`config.mk`:
```
export PLATFORM = sky130hd
export DESIGN_NAME = run_sequencer
export DESIGN_NICKNAME = d
export VERILOG_FILES = /design/src/rtl/run_seq_pkg.sv /design/src/rtl/run_sequencer_sat_counter.sv /design/src/rtl/run_sequencer.sv
export SDC_FILE = /design/constraint.sdc
export NUM_CORES = 1
export LEC_CHECK = 0
export BUFFER_PORTS_ARGS = -buffer_cell sky130_fd_sc_hd__buf_2
export CAP_MARGIN = 40
export CORE_UTILIZATION = 56
export CTS_BUF_LIST = sky130_fd_sc_hd__clkbuf_8 sky130_fd_sc_hd__clkbuf_16
export CTS_CLUSTER_DIAMETER = 100
export DETAILED_ROUTE_END_ITERATION = 8
export GPL_TIMING_DRIVEN = 0
export PLACE_DENSITY = 0.84
export SYNTH_ARGS = -nofsm -noshare
export SYNTH_HDL_FRONTEND = slang
export SYNTH_SLANG_ARGS = --single-unit
```
`constraint.sdc`:
```
create_clock -name clk -period 4.93 [get_ports clk]
set_clock_uncertainty 0.05 [all_clocks]
set_input_delay 0.493 -clock clk [delete_from_list [all_inputs] [get_ports clk]]
set_output_delay 0.493 -clock clk [all_outputs]
set_load 0.05 [all_outputs]
```
`src/rtl/run_seq_pkg.sv`:
```
// Shared types and default parameters for the run sequencer.
package run_seq_pkg;

    // Sequencer states; the encoding only needs to be unique.
    typedef enum logic [2:0] {
        S_IDLE,
        S_LOAD,
        S_CRST,
        S_RUN,
        S_DONE
    } run_state_t;

    localparam int DEF_AW      = 8;
    localparam int DEF_DW      = 8;
    localparam int DEF_CW      = 16;
    localparam int DEF_RST_CYC = 2;
    localparam int DEF_TMO     = 65535;

endpackage

```
`src/rtl/run_sequencer_sat_counter.sv`:
```
// Saturating up-counter with synchronous clear, used for the run-cycle count.
module sat_counter #(
    parameter int W = 16
) (
    input  logic         clk,
    input  logic         reset,
    input  logic         clear,
    input  logic         enable,
    output logic [W-1:0] count
);

    // Clear has priority; once all ones the count holds instead of wrapping.
    always_ff @(posedge clk or posedge reset) begin
        if (reset) begin
            count <= '0;
        end else if (clear) begin
            count <= '0;
        end else if (enable && (count != '1)) begin
            count <= count + W'(1);
        end
    end

endmodule

```
`src/rtl/run_sequencer.sv`:
```
// Run sequencer: preloads data memory, holds the core in reset, pulses req,
// then counts run cycles until the core reports done or the limit is hit.
// Optional macro RUN_SEQ_STEP_EN adds single-step gating (step in, core_ce out).
module run_sequencer
    import run_seq_pkg::*;
#(
    parameter int AW      = DEF_AW,
    parameter int DW      = DEF_DW,
    parameter int CW      = DEF_CW,
    parameter int RST_CYC = DEF_RST_CYC,
    parameter int TMO     = DEF_TMO
) (
    input  logic          clk,
    input  logic          reset,
    input  logic          start,
    input  logic          load_valid,
    input  logic          load_last,
    input  logic [AW-1:0] load_addr,
    input  logic [DW-1:0] load_data,
    output logic          load_ready,
    output logic          mem_wr_en,
    output logic [AW-1:0] mem_addr,
    output logic [DW-1:0] mem_dat,
    output logic          core_reset,
    output logic          core_req,
    input  logic          core_done,
    output logic          busy,
    output logic          finished,
    output logic          timeout,
    output logic [CW-1:0] cycles
`ifdef RUN_SEQ_STEP_EN
    ,
    input  logic          step,
    output logic          core_ce
`endif
);

    localparam int RCW = (RST_CYC > 1) ? $clog2(RST_CYC) : 1;

    run_state_t     state;
    run_state_t     state_next;
    logic [RCW-1:0] crst_cnt;
    logic           first_q;
    logic           timeout_q;
    logic           run_ce;
    logic           start_ok;
    logic           load_done;
    logic           crst_done;
    logic           exit_tmo;
    logic [CW:0]    cycles_after;

`ifdef RUN_SEQ_STEP_EN
    // In RUN the core advances only on step pulses; elsewhere it is always enabled.
    always_comb begin
        run_ce = 1'b1;
        if (state == S_RUN) begin
            run_ce = step;
        end
    end

    assign core_ce = run_ce;
`else
    assign run_ce = 1'b1;
`endif

    // Value the cycle count will take at the end of this cycle, for the limit check.
    assign cycles_after = {1'b0, cycles} + {{CW{1'b0}}, run_ce};

    // State register.
    always_ff @(posedge clk or posedge reset) begin
        if (reset) begin
            state <= S_IDLE;
        end else begin
            state <= state_next;
        end
    end

    // Next-state logic plus the one-cycle event strobes that drive the side registers.
    always_comb begin
        state_next = state;
        start_ok   = 1'b0;
        load_done  = 1'b0;
        crst_done  = 1'b0;
        exit_tmo   = 1'b0;
        case (state)
            S_IDLE, S_DONE: begin
                if (start) begin
                    state_next = S_LOAD;
                    start_ok   = 1'b1;
                end
            end
            S_LOAD: begin
                if (load_valid && load_last) begin
                    state_next = S_CRST;
                    load_done  = 1'b1;
                end
            end
            S_CRST: begin
                if (crst_cnt == '0) begin
                    state_next = S_RUN;
                    crst_done  = 1'b1;
                end
            end
            S_RUN: begin
                if (core_done && !first_q) begin
                    state_next = S_DONE;
                end else if (cycles_after == (CW+1)'(TMO)) begin
                    state_next = S_DONE;
                    exit_tmo   = 1'b1;
                end
            end
            default: begin
                state_next = S_IDLE;
            end
        endcase
    end

    // Core-reset hold counter: loaded on the last preload word, counts down in CRST.
    always_ff @(posedge clk or posedge reset) begin
        if (reset) begin
            crst_cnt <= '0;
        end else if (load_done) begin
            crst_cnt <= RCW'(RST_CYC - 1);
        end else if ((state == S_CRST) && (crst_cnt != '0)) begin
            crst_cnt <= crst_cnt - RCW'(1);
        end
    end

    // Marks the first RUN cycle: drives the req pulse and masks the stale done flag.
    always_ff @(posedge clk or posedge reset) begin
        if (reset) begin
            first_q <= 1'b0;
        end else begin
            first_q <= crst_done;
        end
    end

    // Sticky timeout flag, cleared when a new sequence starts.
    always_ff @(posedge clk or posedge reset) begin
        if (reset) begin
            timeout_q <= 1'b0;
        end else if (start_ok) begin
            timeout_q <= 1'b0;
        end else if (exit_tmo) begin
            timeout_q <= 1'b1;
        end
    end

    // Registered data-memory write port, one cycle behind the accepted preload word.
    always_ff @(posedge clk or posedge reset) begin
        if (reset) begin
            mem_wr_en <= 1'b0;
            mem_addr  <= '0;
            mem_dat   <= '0;
        end else begin
            mem_wr_en <= (state == S_LOAD) && load_valid;
            if ((state == S_LOAD) && load_valid) begin
                mem_addr <= load_addr;
                mem_dat  <= load_data;
            end
        end
    end

    sat_counter #(
        .W(CW)
    ) u_cycles (
        .clk    (clk),
        .reset  (reset),
        .clear  (start_ok),
        .enable ((state == S_RUN) && run_ce),
        .count  (cycles)
    );

    assign load_ready = (state == S_LOAD);
    assign core_reset = (state != S_RUN);
    assign core_req   = first_q && (state == S_RUN);
    assign busy       = (state == S_LOAD) || (state == S_CRST) || (state == S_RUN);
    assign finished   = (state == S_DONE);
    assign timeout    = timeout_q;

endmodule

```
## Yosys cells after proc, flatten, opt, wreduce, memory -nomap -nowiden

Index checks and enable logic that the tools add are counted.

- Equal/unequal tests: 11
- Add/sub/neg operators: 3
- Muxes and demuxes: 21
- Reductions and logical operators: 15

Operator list:

| kind | count |
|---|---|
| 2-to-1 mux 16 bit | 2 |
| adder 16 x 1 -> 17 bit, second input constant | 1 |
| equality test 17 x 16 -> 1 bit, second input constant | 1 |
| adder 16 x 1 -> 16 bit, second input constant | 1 |
| != test 16 bit, second input constant | 1 |
| 2-to-1 mux 3 bit | 5 |
| 2-to-1 mux 1 bit | 13 |
| one-hot mux 3 bit (4 select lines) | 1 |
| equality test 3 x 2 -> 1 bit, second input constant | 2 |
| logical AND 1 bit | 6 |
| nonzero test 2 bit | 3 |
| != test 2 bit, second input constant | 2 |
| AND reduction 4 bit | 1 |
| equality test 3 x 1 -> 1 bit, second input constant | 1 |
| equality test 3 bit, second input constant | 1 |
| logical NOT 3 bit | 1 |
| != test 3 x 2 -> 1 bit, second input constant | 1 |
| != test 3 bit, second input constant | 1 |
| logical OR 1 bit | 2 |
| != test 2 x 1 -> 1 bit, second input constant | 1 |
| OR reduction 2 bit | 1 |
| logical NOT 1 bit | 1 |
| subtractor 1 bit, second input constant | 1 |

- Output and inout port bits: 39
- Register bits: 39
- Bits of input ports: 22
- Logic and storage cells: 58

## Logic depth before layout (Yosys ltp)

- Depth after elaboration: 7
- Mapped depth: 8
- Mapped depth without buffers: 6

## By module

A second synthesis with hierarchy kept.

- Cell total of the unflattened synthesis: 182
- Area total of the unflattened synthesis: 1956.9 um2

By module, submodules not included:

| module | seq. area each (um2) | instances | area an instance (um2) | cells an instance |
|---|---|---|---|---|
| run_sequencer | 575.6 | 1 | 1024.7 | 81 |
| sat_counter | 400.4 | 1 | 932.1 | 101 |

## Least setup slack after synthesis

OpenSTA, ideal clock, no wires.

- Path type: flip-flop to flip-flop
- From: reg state[1]
- To: reg mem_addr[0]
- Buffers on the path: 3
- Clock period less this slack: 2899 ps
- Required time: 4755 ps
- Stages on the path, launching flop included: 7
- Arrival time: 2725 ps
- Library setup time: 125 ps
- Slack: 2031 ps
- Cells stage by stage: dfrtp_1 buf_4 nor3b_1 and2_1 buf_2 buf_2 mux2_2

- Word-level cells in the longest chain between the ends: 2

Ends and longest elaborated chain:

| item | RTL line | source |
|---|---|---|
| start: declaration | run_sequencer.sv:40 | `run_state_t state;` |
| start signal: assignment | run_sequencer.sv:74 | `state <= state_next;` |
| equality test 3 x 1 -> 1 bit | -- |  |
| via load_ready | run_sequencer.sv:20 | `output logic load_ready,` |
| logical AND 1 bit | run_sequencer.sv:157 | `if ((state == S_LOAD) && load_valid) begin` |
| end signal: assignment | run_sequencer.sv:158 | `mem_addr <= load_addr;` |
| end: declaration | run_sequencer.sv:22 | `output logic [AW-1:0] mem_addr,` |

The timed path passes the listed nets, and every way through them passes these cells.
A chain may end at the register's enable or synchronous reset.

## Final worst setup path

- From: reg u_cycles.count[1]
- To: reg timeout_q, in the netlist timeout

- Word-level cells in the longest chain between the ends: 6

Ends and longest elaborated chain:

| item | RTL line | source |
|---|---|---|
| start: declaration | run_sequencer_sat_counter.sv:9 | `output logic [W-1:0] count` |
| start signal: assignment | run_sequencer_sat_counter.sv:19 | `count <= count + W'(1);` |
| adder 16 x 1 -> 17 bit | run_sequencer.sv:67 | `assign cycles_after = {1'b0, cycles} + {{CW{1'b0}}, run_ce};` |
| equality test 17 x 16 -> 1 bit | run_sequencer.sv:107 | `end else if (cycles_after == (CW+1)'(TMO)) begin` |
| 2-to-1 mux 1 bit | run_sequencer.sv:107 |  |
| 2-to-1 mux 1 bit | run_sequencer.sv:105 | `if (core_done && !first_q) begin` |
| 2-to-1 mux 1 bit | run_sequencer.sv:85 | `case (state)` |
| nonzero test 2 bit (no source line) | -- |  |
| end signal: assignment | run_sequencer.sv:141 | `timeout_q <= 1'b0;` |
| end signal: assignment | run_sequencer.sv:143 | `timeout_q <= 1'b0;` |
| end signal: assignment | run_sequencer.sv:145 | `timeout_q <= 1'b1;` |
| end: declaration | run_sequencer.sv:44 | `logic timeout_q;` |

No other way between the ends.

==> summary.md <==
| Metric | Value |
|---|---|
| Status | completed |
| Synth Area in XOR/XNOR | 0% |
| Synthesized area per cell | 10.26 um^2 |
| Rel. slew slack | between 40% and 50% |
| Unique cell type count in the Yosys netlist | 47 |
| Vias/cell | 5.988 |
| CTS tree | yes |
| Synth async-reset ratio | 100.0% |
| FMAX | between 400 and 500 MHz |
| RD Place Congestion | roughly 0.87 |
| Sequential area share after synthesis | 43.24% |
| Final hold slack | between 200 and 300 ps |
| Port bufs | 60 |
| Seq cells post-synth | 39 |
| Die ar. | approximately 4300 um^2 |
| Compound-gate portion of the synthesized area | between 10% and 20% |
| Setup CP Type | flip-flop to flip-flop |
| Seq pwr share | 30.7% |
| Max_cap viols | 0 |
| FF-to-FF path depth | 7 |
| Layout cells sized above 1 | between 30 and 40% |
| Sw frac | 49.03% |
| Die width | 65.49 um |
| RR Endpoint | timeout$_DFFE_PP0P_ |
| Syn Inst Count | 220 |
| Synth area leader | dfrtp_1 |
| Placed wire-length estimate | 3804 um |
| Leakage | 0.001227 uW |
| Starting Density | between 50% and 60% |
| Global-route wire length before repair | 8721 um |
| CTS clk-pin slew, worst paths | 80 ps |
| Design Power | 1625 uW |
| Top_reg_cell synth | dfrtp_1 |
| R2R Setup Slk | 2560 ps |
| Worst EP required | 5120 ps |
| Largest family of logic cells by synthesized area | simple AND/OR/NAND/NOR gates |
| Critical Path Max Stage Delay | 590 ps |
| P&R area growth vs syn | 20.68% |
| P_sw | 796.7 uW |
| Clk buf depth | 2 |
| DR vias | ~2k |
| DRC violations left | 0 |
| Final Core Density | 72.23% |
| Met1 usage | 34.85% |
| H-tree level count | 2 |
| GR Util met3 | under 10% |
| Vias in the first global route | 1,847 |
| Drt first pass iters | 4 |
| Hold WC Path Type | input port to async pin |
| Area contributors post-synth | dfrtp_1 (43%), mux2_2 (10%), mux2i_1 (4.4%) |
| Initial DRC Count | 129 |
| GRT Max-Usage Layer | met2 |
| Grt ovf | 0 |
| Clk pwr share | between 10% and 20% |
| DRT Wirelength | 5318 um |
| # setup viols final | 0 |
| Synth warn | 0 |
| Arrival time worst endpoint | 2560 ps |
| Nets | just over 300 |
| Simple-Gate Fraction of Synth Area | between 20% and 30% |
| Gate power share | between 50 and 60% |
| Period utilization | 48.04% |
| Post-synth EDFFs | 0 |
| Peak supply drop | approximately 540 uV |
| Core ar. | 3771 um^2 |
| RSZ-0062 raised after global routing | false |
| Final Hold Fails | 0 |
| CTS Hold Bufs | 0 |
| Crit path max-delay cell type | a222oi_1 |
| Clock latency on the worst-skew pair | 300 ps |
| Root buffer cell | clkbuf_8 |
| Crit path cell chain | ha_1 -> clkbuf_1 -> nand2b_1 -> nor4_1 -> o211ai_1 -> a222oi_1 -> a22o_1 |
| Row count | 22 |
| Largest net degree at the start of global routing | 40 |
| Multiplexer share of the synthesized area | 15.08% |
| DIE HEIGHT | 65.49 um |
| Period minus WS final | around 2400 ps |
| Critical Path End Type | flip-flop |
| P_int | roughly 830 uW |
| Final Max Tran Viols | 0 |
| Total CTS buffers | 5 |
| Pwr dens | 596.6 nW/um^2 |
| R2r startpoint | u_cycles.count[1]$_DFFE_PP0P_ |
| Syn_nets | 244 |
| Postcts setup bufs | 0 |
| Adder-Cell Fraction of Synth Area | 1.109% |
| GR Layer Usage met2 | 44.33% |
| Initial antenna violation count | 0 |
| Final setup TNS | 0 ps |
| Synthesized cell area | between 2000 and 2500 um^2 |
| Yosys top cell area share | 43.24% |
| Clock Sinks | 39 |
| Post_cts resized | 0 |
| Critical Path Source Type | flip-flop |
| Avg WL per Cell | approximately 16 um |
| Slew at the pin closest to its max-slew limit | 787.7 ps |
| I/O pin count | 61 |
| Fillcell total | 287 |
| Routed Antenna Nets | 0 |
| Max FO, Critical Path | 10 |
| # diodes | 0 |
| Gr usage total | between 20% and 30% |
logic make-up (layout without fill, tap and decap cells):
group / count (synthesis) / count (layout)
DFF: 39 / 39
adders and majority gates: 2 / 2
AOI/OAI and AO/OA: 45 / 45
buffers and inverters: 19 / 86
muxes: 31 / 31
and+or+nand+nor: 84 / 84
through the flow:
stage | std cells | cell area, um^2 | setup WS [ps]
3_5_place_dp | 328 | 2618 | 2617
6_report | 335 | 2724 | 2562
3_3_place_gp | 328 | 2618 | 2650
5_1_grt | 335 | 2724 | 2331
2_1_floorplan | 220 | 2257 | 2031
4_1_cts | 335 | 2724 | 2567
power by group through the flow:
stage	clock, uW	sequential [uW]	combinational [uW]
final	261	498	866
after global routing	275	511	915
after CTS	264	498	867
after detailed placement	0	505	863
after global placement	0	496	848
after floorplan	0	791	379
worst max-delay path: cells and delay by family, from the launching register on:
family	cells	cell delay (ps)
AO/OA/AOI/OAI	3	940
flip-flops	1	480
AND/OR/NAND/NOR	2	380
adder cells (fa/ha/maj)	1	250
buffers and inverters	1	220
layer usage:
metal,vias to the layer above,wire (um)
li1,949,-
met1,977,2208
met2,69,2672
met3,11,339
met4,0,99
met5,-,0
cells in the final DEF, fill, tap and decap left out, types with 2 or more instances in the layout:
cell type	instances
nor3b_1	2
clkbuf_8	5
a22o_1	3
and2_1	3
ha_1	2
o211ai_1	4
clkbuf_1	2
nor4_1	2
nand4b_1	3
mux2_2	20
nand3b_1	3
inv_1	6
dfrtp_1	39
buf_6	3
nand3_1	11
nor3_1	10
buf_2	62
a31oi_1	3
nor2_1	10
or3_1	3
o311ai_0	2
nand2b_1	4
o21ai_0	12
a21o_1	7
nand4_1	6
mux2i_1	10
nand2_1	19
a21oi_1	5
buf_4	4
cell type report:
type                    count  area [um^2]  share of cell area, %
multi-input cells         162         1169                  42.90
flip-flops and latches     39        975.9                  35.83
repair buffers             60        300.3                  11.02
plain buffers              12        86.33                  3.170
clock buffers               5        68.82                  2.526
well taps                  48        60.06                  2.205
clock inverters             2        37.54                  1.378
inverters                   7        26.28                 0.9646
cells in the mapped netlist, types with 2 or more instances:
cell type   n
ha_1        2
clkbuf_1    2
nand3_1    11
and2_1      3
nor2_1     10
a21o_1      7
nor4_1      2
mux2_2     20
a21oi_1     5
nand4b_1    3
buf_4       4
o21ai_0    12
nand2_1    19
nor3b_1     2
nand3b_1    3
or3_1       3
dfrtp_1    39
nand2b_1    4
mux2i_1    10
o211ai_1    4
a31oi_1     3
a22o_1      3
inv_1       7
nand4_1     6
buf_2       2
buf_6       3
nor3_1     10
o311ai_0    2
sequential cells by signal, indices dropped and copies added (netlist names):
register	cells
u_cycles.count	16
mem_addr	8
mem_dat	8
state	3
crst_cnt	1
first_q	1
mem_wr_en	1
timeout	1
worst max-delay path by stage:
stage               cells past startpoint                     startpoint                      end  slack [ps]
global placement                        7  u_cycles.count[0]$_DFFE_PP0P_     state[1]$_DFFE_PP0P_        2650
detailed placement                      7  u_cycles.count[1]$_DFFE_PP0P_     state[1]$_DFFE_PP0P_        2620
finish                                  7  u_cycles.count[1]$_DFFE_PP0P_      timeout$_DFFE_PP0P_        2560
CTS                                     7  u_cycles.count[1]$_DFFE_PP0P_      timeout$_DFFE_PP0P_        2570
global route                            6  u_cycles.count[1]$_DFFE_PP0P_      timeout$_DFFE_PP0P_        2330
floorplan                               6           state[1]$_DFFE_PP0P_  mem_addr[0]$_DFFE_PP0P_        2030
Note: power is estimated with default switching activity, not from simulation.
